$ cat src/rtl/pe_job_scheduler.sv
// Planter/harvester for the PE vector: plants length-prefixed dot-product jobs on free PEs
// round-robin and drains finished PE output buffers round-robin into one result stream.
module pe_job_scheduler #(
    parameter int unsigned PE_COUNT = 8,
    parameter int unsigned LEN_W    = 16,
    parameter int unsigned PE_W     = 3
) (
    input  logic                     i_clk,
    input  logic                     i_rst_n,
    input  logic                     i_job_valid,
    output logic                     o_job_ready,
    input  logic [LEN_W-1:0]         i_job_length,
    input  logic                     i_elem_valid,
    output logic                     o_elem_ready,
    input  logic [31:0]              i_elem_left,
    input  logic [31:0]              i_elem_right,
    output logic [PE_COUNT-1:0]      o_pe_active,
    output logic [LEN_W-1:0]         o_pe_length,
    output logic [31:0]              o_pe_left,
    output logic [31:0]              o_pe_right,
    output logic [PE_COUNT-1:0]      o_pe_read,
    input  logic [PE_COUNT-1:0]      i_pe_out_empty,
    input  logic [PE_COUNT*32-1:0]   i_pe_out,
    output logic                     o_res_valid,
    input  logic                     i_res_ready,
    output logic [31:0]              o_res_data,
    output logic [PE_W-1:0]          o_res_pe,
    output logic [PE_COUNT-1:0]      o_busy_mask
);

    typedef enum logic {PIdle, PStream} plant_state_e;
    typedef enum logic [1:0] {HIdle, HRead, HHold} harv_state_e;

    // First set bit of req at or above ptr, wrapping; ptr when req is empty.
    function automatic logic [PE_W-1:0] rr_pick(input logic [PE_COUNT-1:0] req,
                                                input logic [PE_W-1:0]     ptr);
        logic [PE_W-1:0] pick;
        logic [PE_W-1:0] idx;
        int unsigned     s;
        pick = ptr;
        for (int i = int'(PE_COUNT) - 1; i >= 0; i--) begin
            s = 32'(ptr) + 32'(i);
            if (s >= PE_COUNT) begin
                s = s - PE_COUNT;
            end
            idx = PE_W'(s);
            if (req[idx]) begin
                pick = idx;
            end
        end
        return pick;
    endfunction

    function automatic logic [PE_W-1:0] wrap_inc(input logic [PE_W-1:0] p);
        return (p == PE_W'(PE_COUNT - 1)) ? '0 : p + 1'b1;
    endfunction

    function automatic logic [PE_COUNT-1:0] to_onehot(input logic [PE_W-1:0] k);
        logic [PE_COUNT-1:0] m;
        m    = '0;
        m[k] = 1'b1;
        return m;
    endfunction

    plant_state_e        r_pstate, w_pstate_d;
    harv_state_e         r_hstate, w_hstate_d;
    logic                r_run;
    logic [PE_COUNT-1:0] r_busy;
    logic [PE_W-1:0]     r_plant_ptr;
    logic [PE_W-1:0]     r_harv_ptr;
    logic [PE_W-1:0]     r_cur;
    logic [LEN_W-1:0]    r_remaining;
    logic [LEN_W-1:0]    r_pe_length;
    logic [PE_W-1:0]     r_sel;
    logic                r_res_valid;
    logic [31:0]         r_res_data;
    logic [PE_W-1:0]     r_res_pe;

    logic [PE_COUNT-1:0] w_free;
    logic                w_any_free;
    logic [PE_W-1:0]     w_grant;
    logic [PE_COUNT-1:0] w_cand;
    logic [PE_W-1:0]     w_harv_pick;
    logic                w_job_ready;
    logic                w_plant;
    logic                w_beat;
    logic                w_streaming;
    logic [PE_COUNT-1:0] w_pe_read;
    logic                w_harv_start;
    logic                w_res_fire;
    logic [PE_COUNT-1:0] w_set_mask;
    logic [PE_COUNT-1:0] w_clr_mask;
    logic [31:0]         w_sel_data;

    assign w_free      = ~r_busy;
    assign w_any_free  = |w_free;
    assign w_grant     = rr_pick(w_free, r_plant_ptr);
    assign w_cand      = r_busy & ~i_pe_out_empty;
    assign w_harv_pick = rr_pick(w_cand, r_harv_ptr);
    assign w_streaming = (r_pstate == PStream);

    // Planter next state
    always_comb begin
        w_pstate_d  = r_pstate;
        w_job_ready = 1'b0;
        w_plant     = 1'b0;
        w_beat      = 1'b0;
        case (r_pstate)
            PIdle: begin
                // r_run keeps job_ready low while reset is asserted
                w_job_ready = r_run & w_any_free;
                if (i_job_valid && w_job_ready && (i_job_length != '0)) begin
                    w_plant    = 1'b1;
                    w_pstate_d = PStream;
                end
            end
            PStream: begin
                if (i_elem_valid) begin
                    w_beat = 1'b1;
                    if (r_remaining == LEN_W'(1)) begin
                        w_pstate_d = PIdle;
                    end
                end
            end
            default: w_pstate_d = PIdle;
        endcase
    end

    // Harvester next state
    always_comb begin
        w_hstate_d   = r_hstate;
        w_pe_read    = '0;
        w_harv_start = 1'b0;
        w_res_fire   = 1'b0;
        case (r_hstate)
            HIdle: begin
                if (|w_cand) begin
                    w_pe_read    = to_onehot(w_harv_pick);
                    w_harv_start = 1'b1;
                    w_hstate_d   = HRead;
                end
            end
            HRead: w_hstate_d = HHold;
            HHold: begin
                if (r_res_valid && i_res_ready) begin
                    w_res_fire = 1'b1;
                    w_hstate_d = HIdle;
                end
            end
            default: w_hstate_d = HIdle;
        endcase
    end

    always_comb begin
        w_sel_data = '0;
        for (int k = 0; k < int'(PE_COUNT); k++) begin
            if (r_sel == PE_W'(k)) begin
                w_sel_data = i_pe_out[k*32 +: 32];
            end
        end
    end

    // Grant sees pre-edge busy, so set and clear never target the same PE.
    assign w_set_mask = w_plant ? to_onehot(w_grant) : '0;
    assign w_clr_mask = w_res_fire ? to_onehot(r_sel) : '0;

    always_ff @(posedge i_clk or negedge i_rst_n) begin
        if (!i_rst_n) begin
            r_pstate <= PIdle;
            r_hstate <= HIdle;
        end else begin
            r_pstate <= w_pstate_d;
            r_hstate <= w_hstate_d;
        end
    end

    always_ff @(posedge i_clk or negedge i_rst_n) begin
        if (!i_rst_n) begin
            r_run       <= 1'b0;
            r_busy      <= '0;
            r_plant_ptr <= '0;
            r_harv_ptr  <= '0;
            r_cur       <= '0;
            r_remaining <= '0;
            r_pe_length <= '0;
            r_sel       <= '0;
            r_res_valid <= 1'b0;
            r_res_data  <= '0;
            r_res_pe    <= '0;
        end else begin
            r_run  <= 1'b1;
            r_busy <= (r_busy | w_set_mask) & ~w_clr_mask;
            if (w_plant) begin
                r_cur       <= w_grant;
                r_remaining <= i_job_length;
                r_pe_length <= i_job_length;
                r_plant_ptr <= wrap_inc(w_grant);
            end else if (w_beat) begin
                r_remaining <= r_remaining - LEN_W'(1);
            end
            if (w_harv_start) begin
                r_sel <= w_harv_pick;
            end
            if (r_hstate == HRead) begin
                r_res_data  <= w_sel_data;
                r_res_pe    <= r_sel;
                r_res_valid <= 1'b1;
            end
            if (w_res_fire) begin
                r_res_valid <= 1'b0;
                r_harv_ptr  <= wrap_inc(r_sel);
            end
        end
    end

    assign o_job_ready  = w_job_ready;
    assign o_elem_ready = w_streaming;
    assign o_pe_active  = (w_streaming && i_elem_valid) ? to_onehot(r_cur) : '0;
    assign o_pe_left    = w_streaming ? i_elem_left : '0;
    assign o_pe_right   = w_streaming ? i_elem_right : '0;
    assign o_pe_length  = r_pe_length;
    assign o_pe_read    = w_pe_read;
    assign o_res_valid  = r_res_valid;
    assign o_res_data   = r_res_data;
    assign o_res_pe     = r_res_pe;
    assign o_busy_mask  = r_busy;

endmodule

$ cat config.mk
export PLATFORM = sky130hd
export DESIGN_NAME = pe_job_scheduler
export DESIGN_NICKNAME = d
export VERILOG_FILES = /design/src/rtl/pe_job_scheduler.sv
export SDC_FILE = /design/constraint.sdc
export NUM_CORES = 1
export LEC_CHECK = 0
export BUFFER_PORTS_ARGS = -buffer_cell sky130_fd_sc_hd__buf_2
export CORE_AREA = 5 5 186 188
export CTS_BUF_LIST = sky130_fd_sc_hd__clkbuf_2 sky130_fd_sc_hd__clkbuf_4 sky130_fd_sc_hd__clkbuf_8
export CTS_CLUSTER_SIZE = 24
export DETAILED_ROUTE_END_ITERATION = 10
export DIE_AREA = 0 0 191 193
export PLACE_DENSITY_LB_ADDON = 0.15
export SYNTH_ARGS = -nofsm -noshare
export SYNTH_HDL_FRONTEND = slang
export SYNTH_SLANG_ARGS = --single-unit
$ cat constraint.sdc
create_clock -name i_clk -period 5.3 [get_ports i_clk]
set_input_delay 0.795 -clock i_clk [delete_from_list [all_inputs] [get_ports i_clk]]
set_output_delay 0.795 -clock i_clk [all_outputs]
set_load 0.02 [all_outputs]
# Word level (Yosys, flattened, before mapping)
# Index checks and enable logic that the tools add are counted.
[word_totals]
regBits = 92
input_bits = 349
out_inout_bits = 142
[op_classes]
n_addsub = 33
order_cmp = 40
n_eq_ne = 13
n_mux = 108
bitwise_logic = 8
n_reduce_logical = 16
[ops]
columns = ["cell", "count"]
rows = [
  ["two-way mux 32 bit", 10],
  ["two-way mux 3 bit", 34],
  ["< comparator 3 x 4 -> 1 bit (second input constant)", 20],
  ["greater-or-equal comparator 4 bit (second input constant)", 14],
  ["binary-select mux 1 bit (select 3 bit)", 16],
  ["subtractor 3 x 1 -> 3 bit (second input constant)", 16],
  ["two-way mux 8 bit", 5],
  ["two-way mux 1 bit", 33],
  ["adder 3 x 3 -> 4 bit (second input constant)", 8],
  ["two-way mux 16 bit", 2],
  ["NOT 8 bit", 3],
  ["adder 3 x 2 -> 4 bit (second input constant)", 4],
  ["bitwise AND 8 bit", 2],
  ["equality test 16 x 1 -> 1 bit (second input constant)", 1],
  ["nonzero test 16 bit", 1],
  ["OR reduction 8 bit", 2],
  ["subtractor 16 x 1 -> 16 bit (second input constant)", 1],
  ["equality test 3 bit (second input constant)", 5],
  ["demux 1 bit (select 3 bit)", 4],
  ["greater-or-equal comparator 3 x 1 -> 1 bit (second input constant)", 4],
  ["adder 3 x 1 -> 4 bit (second input constant)", 2],
  ["greater-or-equal comparator 3 x 4 -> 1 bit (second input constant)", 2],
  ["logical AND 1 bit", 8],
  ["OR 8 bit", 1],
  ["other kinds (15)", 20],
]

# Logic depth before layout (Yosys ltp)
[depth]
word_depth = 20
depth_mapped = 14
depth_no_buf = 11

# Least setup slack after synthesis
# No wires, ideal clock.
[synth_path]
path_kind = "flip-flop to output port"
startpoint = "register r_harv_ptr[1]"
endpoint = "output port o_pe_read[3]"
t_arrival_ns = 3.257
t_required_ns = 4.505
slack_ns = 1.248
path_stages_with_launch = 10
n_path_buf = 1
cell_sequence = "dfrtp_1 -> clkbuf_1 -> clkinv_1 -> ha_1 -> xnor2_1 -> mux4_2 -> or4_1 -> o211ai_2 -> a41oi_2 -> nor3_1"
[synth_between]
elab_chain_cells = 19
word_cells_on_any_way = 62
[synth_rtl]
columns = ["item", "line_no", "rtl"]
rows = [
  ["start: declaration", "70", "logic [PE_W-1:0] r_harv_ptr;"],
  ["start signal: assignment", "211", "r_harv_ptr <= wrap_inc(r_sel);"],
  ["adder 3 x 3 -> 4 bit", "42", "s = 32'(ptr) + 32'(i);"],
  ["greater-or-equal comparator 4 bit / subtractor 3 x 1 -> 3 bit (equally long branches)", "43, 44", ""],
  ["two-way mux 3 bit", "43", "if (s >= PE_COUNT) begin"],
  ["binary-select mux 1 bit (select 3 bit)", "47", "if (req[idx]) begin"],
  ["two-way mux 1 bit (not written as such)", "47", ""],
  ["two-way mux 3 bit (7 in series)", "47", ""],
  ["two-way mux 3 bit *", "47", ""],
  ["< comparator 3 x 4 -> 1 bit (not written as such) / greater-or-equal comparator 3 x 1 -> 1 bit (equally long branches)", "61", "m[k] = 1'b1;"],
  ["logical AND 1 bit (not written as such)", "61", ""],
  ["two-way mux 1 bit (not written as such)", "61", ""],
  ["demux 1 bit (select 3 bit) *", "61", ""],
  ["two-way mux 8 bit *", "137", "if (|w_cand) begin"],
  ["two-way mux 8 bit *", "135", "case (r_hstate)"],
  ["end: declaration", "21", "output logic [PE_COUNT-1:0] o_pe_read,"],
]
# Every way passes the cells marked *; elsewhere a longest branch is shown, timed or not. The select of a mux whose other input is x is not followed.

# Final worst setup path
[layout_path]
startpoint = "register r_harv_ptr[0]"
endpoint = "output port o_pe_read[3]"
# The elaborated chain is that of the path after synthesis.

==> results.toml <==
[clock_tree]
cts_sinks = 92
cts_setup_buffers = 0
cts_root_buffer = "sky130_fd_sc_hd__clkbuf_8"
insertion_delay_ns = 0.39
post_cts.resized_instances = 0
cts_tree = "yes"
cts_hold_buffers = 0
cts_max_path_buffers = 2
h-tree-depth = 3
cts.reportedPaths.clkPinSlew_ns = 0.13
tritoncts_buffers = 9

[placement]
gp_routability_congestion = 0.886
dp_slack_ns = 0.859
placed_cells_incl_taps = 1937
place_area_sq_um = 11200
place_hpwl_um = 32400
port_buffers = 490

[route]
post-route-drc-count = 0
vias_after_detailed_routing = 10100
drt-pass1-iter-count = 4
drtIter0Drc = 551
detail-route-antenna-nets = 0
totalWireLength_um = 39800
routed_via_density = 5.14
post_drt_wl_per_cell_um = 20.3

[worst_setup_path]
critical-path-top-delay-family = "flip-flops"
critPathMaxStageDelay_ns = 0.83
worst_ep_required_time_ns = 4.51
critPathLaunchType = "flop"
critical_path.startpoint = "r_harv_ptr[0]"
worst_r2r_startpoint = "r_plant_ptr[0]"
crit_path_end_kind = "primary output"
critical_path_peak_fanout = 19
critical-path-slowest-cell = "sky130_fd_sc_hd__dfrtp_1"
cp_cell_sequence = "inv_4, ha_1, xnor2_1, mux4_2, or4_1, o211ai_2, a41oi_2, nor3_1, buf_2"
worst-setup-path-type = "reg -> out"
crit_buf_inv = 2
arrival_ns = 4.06

[timing]
max_clock_freq_mhz = 206
hold_violations = 0
min_period_over_period = 0.916
finalMaxSlewViolations = 0
worst_clock_skew_ns = 0.0235
final-setup-viol-count = 0
unrepaired_setup_endpoints_after_global_routing = "false"
setup_slack_ns = 0.448
worst_hold_slack_ns = 0.473
timing.max_slew.rel_slack = 0.225
max_slew.worst_pin.slew_ns = 1.16
min_period_ns = 4.85
final.setup.tns_ns = 0

[floorplan]
die-width_um = 191
core_region_area_sq_um = 32900
design.die.area_sq_um = 36900
io_pins = 491
floorplan.initialDensity = 0.254
placement_rows = 67
die_height_um = 193

[min_path]
hp-class = "in -> async"

[layout]
drive_gt1_frac = 0.381
finalInstanceArea_sq_um = 11400
layoutNonFillerInstCount = 1961
fin_util = 0.346
synthToLayoutAreaGrowth_pct = 36.2
final_nets = 1862

[global_route]
number_of_antenna_violations_at_the_first_check_in_global_routing = 11
grt_pass1_wl_um = 58600
grt_max_degree = 71
grt_remaining_overflow = 0
overall_global_routing_usage = 0.203
via_count_of_the_first_global_routing_pass = 10200

[synth]
yosysWarnings = 0
syn_avg_cell_area_sq_um = 7.80
synth.top_cells.by_count = "sky130_fd_sc_hd__nand2_1, sky130_fd_sc_hd__o21ai_0, sky130_fd_sc_hd__nor2_1"
top_cell_type_by_total_area_after_synthesis = "sky130_fd_sc_hd__dfrtp_1"
synthTopCellsByArea = "sky130_fd_sc_hd__dfrtp_1, sky130_fd_sc_hd__o21ai_0, sky130_fd_sc_hd__nand2_1, sky130_fd_sc_hd__and2_1, sky130_fd_sc_hd__nor2_1"
postSynthNetCount = 1436
yosysMostFrequentCell = "sky130_fd_sc_hd__nand2_1"
ys_dominant_reg_cell = "sky130_fd_sc_hd__dfrtp_1"
synthesis.instances = 1074
netlist-cell-type-count = 80
yosysTopAreaCellShare = 0.275
synth_enable_flop_cells = 0
seq_area_frac_synth = 0.275
async_reset_ff_frac = 1.00
syn-cell-area_sq_um = 8370
synth-seq-cells = 92

[job]
max_cap_viol_count = 0

[pwr]
power.leakage_nw = 5.39
worst_ir_drop_vdd_uv = 140
post-layout-total-power_mw = 5.67
power.density_nw_per_um2 = 497

[run_status]
outcome = "finished, final reports clean"
-- registers in the layout, summed over array words and instances, names as in the netlist, 8 cells and up --
register,cells
r_remaining,16
o_res_data,32
o_busy_mask,8
o_pe_length,16
-- area by class of cell --
type                       count  area, sq um
fill                        3609        21500
clock buffer                   9          124
clock inverter                 7         88.8
sequential                    92         2300
timing repair buffer         508         2590
antenna                        8         20.0
inverter                      20         77.6
tap                          448          561
multi-input combinational    869         5650
-- per-layer routing --
layer | global-route usage | up-vias | share of wire
met4 | 0.0622 | 8 | 0.024
met1 | 0.232 | 4756 | 0.39
met2 | 0.380 | 411 | 0.51
met3 | 0.0421 | 48 | 0.070
li1 | - | 4866 | -
met5 | 0 | - | 0.00088
-- logic make-up (layout without fill, tap and decap cells) --
kind of cell               count (synthesis)  in the layout  synth area share
and+or+nand+nor                          433            433             0.257
AOI/OAI and AO/OA                        362            362             0.295
buffers and inverters                    113            544            0.0538
DFF                                       92             92             0.275
muxes                                     46             46            0.0850
xor gates and xnor gates                  14             14            0.0146
adders and majority gates                 13             13            0.0194
other                                      1              9          0.000448
-- path summary, 6_finish.rpt --
path,to,slack [ns],cells after the start
worst max-delay path,o_pe_read[3],0.45,9
max in group asynchronous,o_res_data[10],3.80,2
worst min register to register,o_pe_length[0],0.48,2
worst min-delay path,o_pe_length[6],0.47,1
min in group i_clk,o_pe_length[0],0.48,2
worst max register to register,r_plant_ptr[0],1.07,10
-- layout by cell type, fill, tap and decap left out, drive strengths merged, types with 8 or more instances in the layout --
cell,Yosys,layout
nor3,19,19
nor2,101,101
a211oi,34,34
a221oi,32,32
mux2i,19,19
buf,17,508
nor2b,12,12
nand3,8,8
nor4,12,12
clkbuf,76,9
o211ai,11,11
inv,18,22
mux2,9,9
o21ai,131,131
nand2b,13,13
nor3b,10,10
diode,0,8
o311ai,42,42
and3,33,33
nand2,128,128
ha,13,13
mux4,18,18
a21oi,47,47
dfrtp,92,92
and2,69,69
-- power by group --
group	switching [mW]	internal, mW	total [mW]
clock network	0.319	0.193	0.512
logic	2.36	1.48	3.84
registers	0.323	0.990	1.31
total	3.01	2.66	5.67
Note: power is estimated with default switching activity, not from simulation.
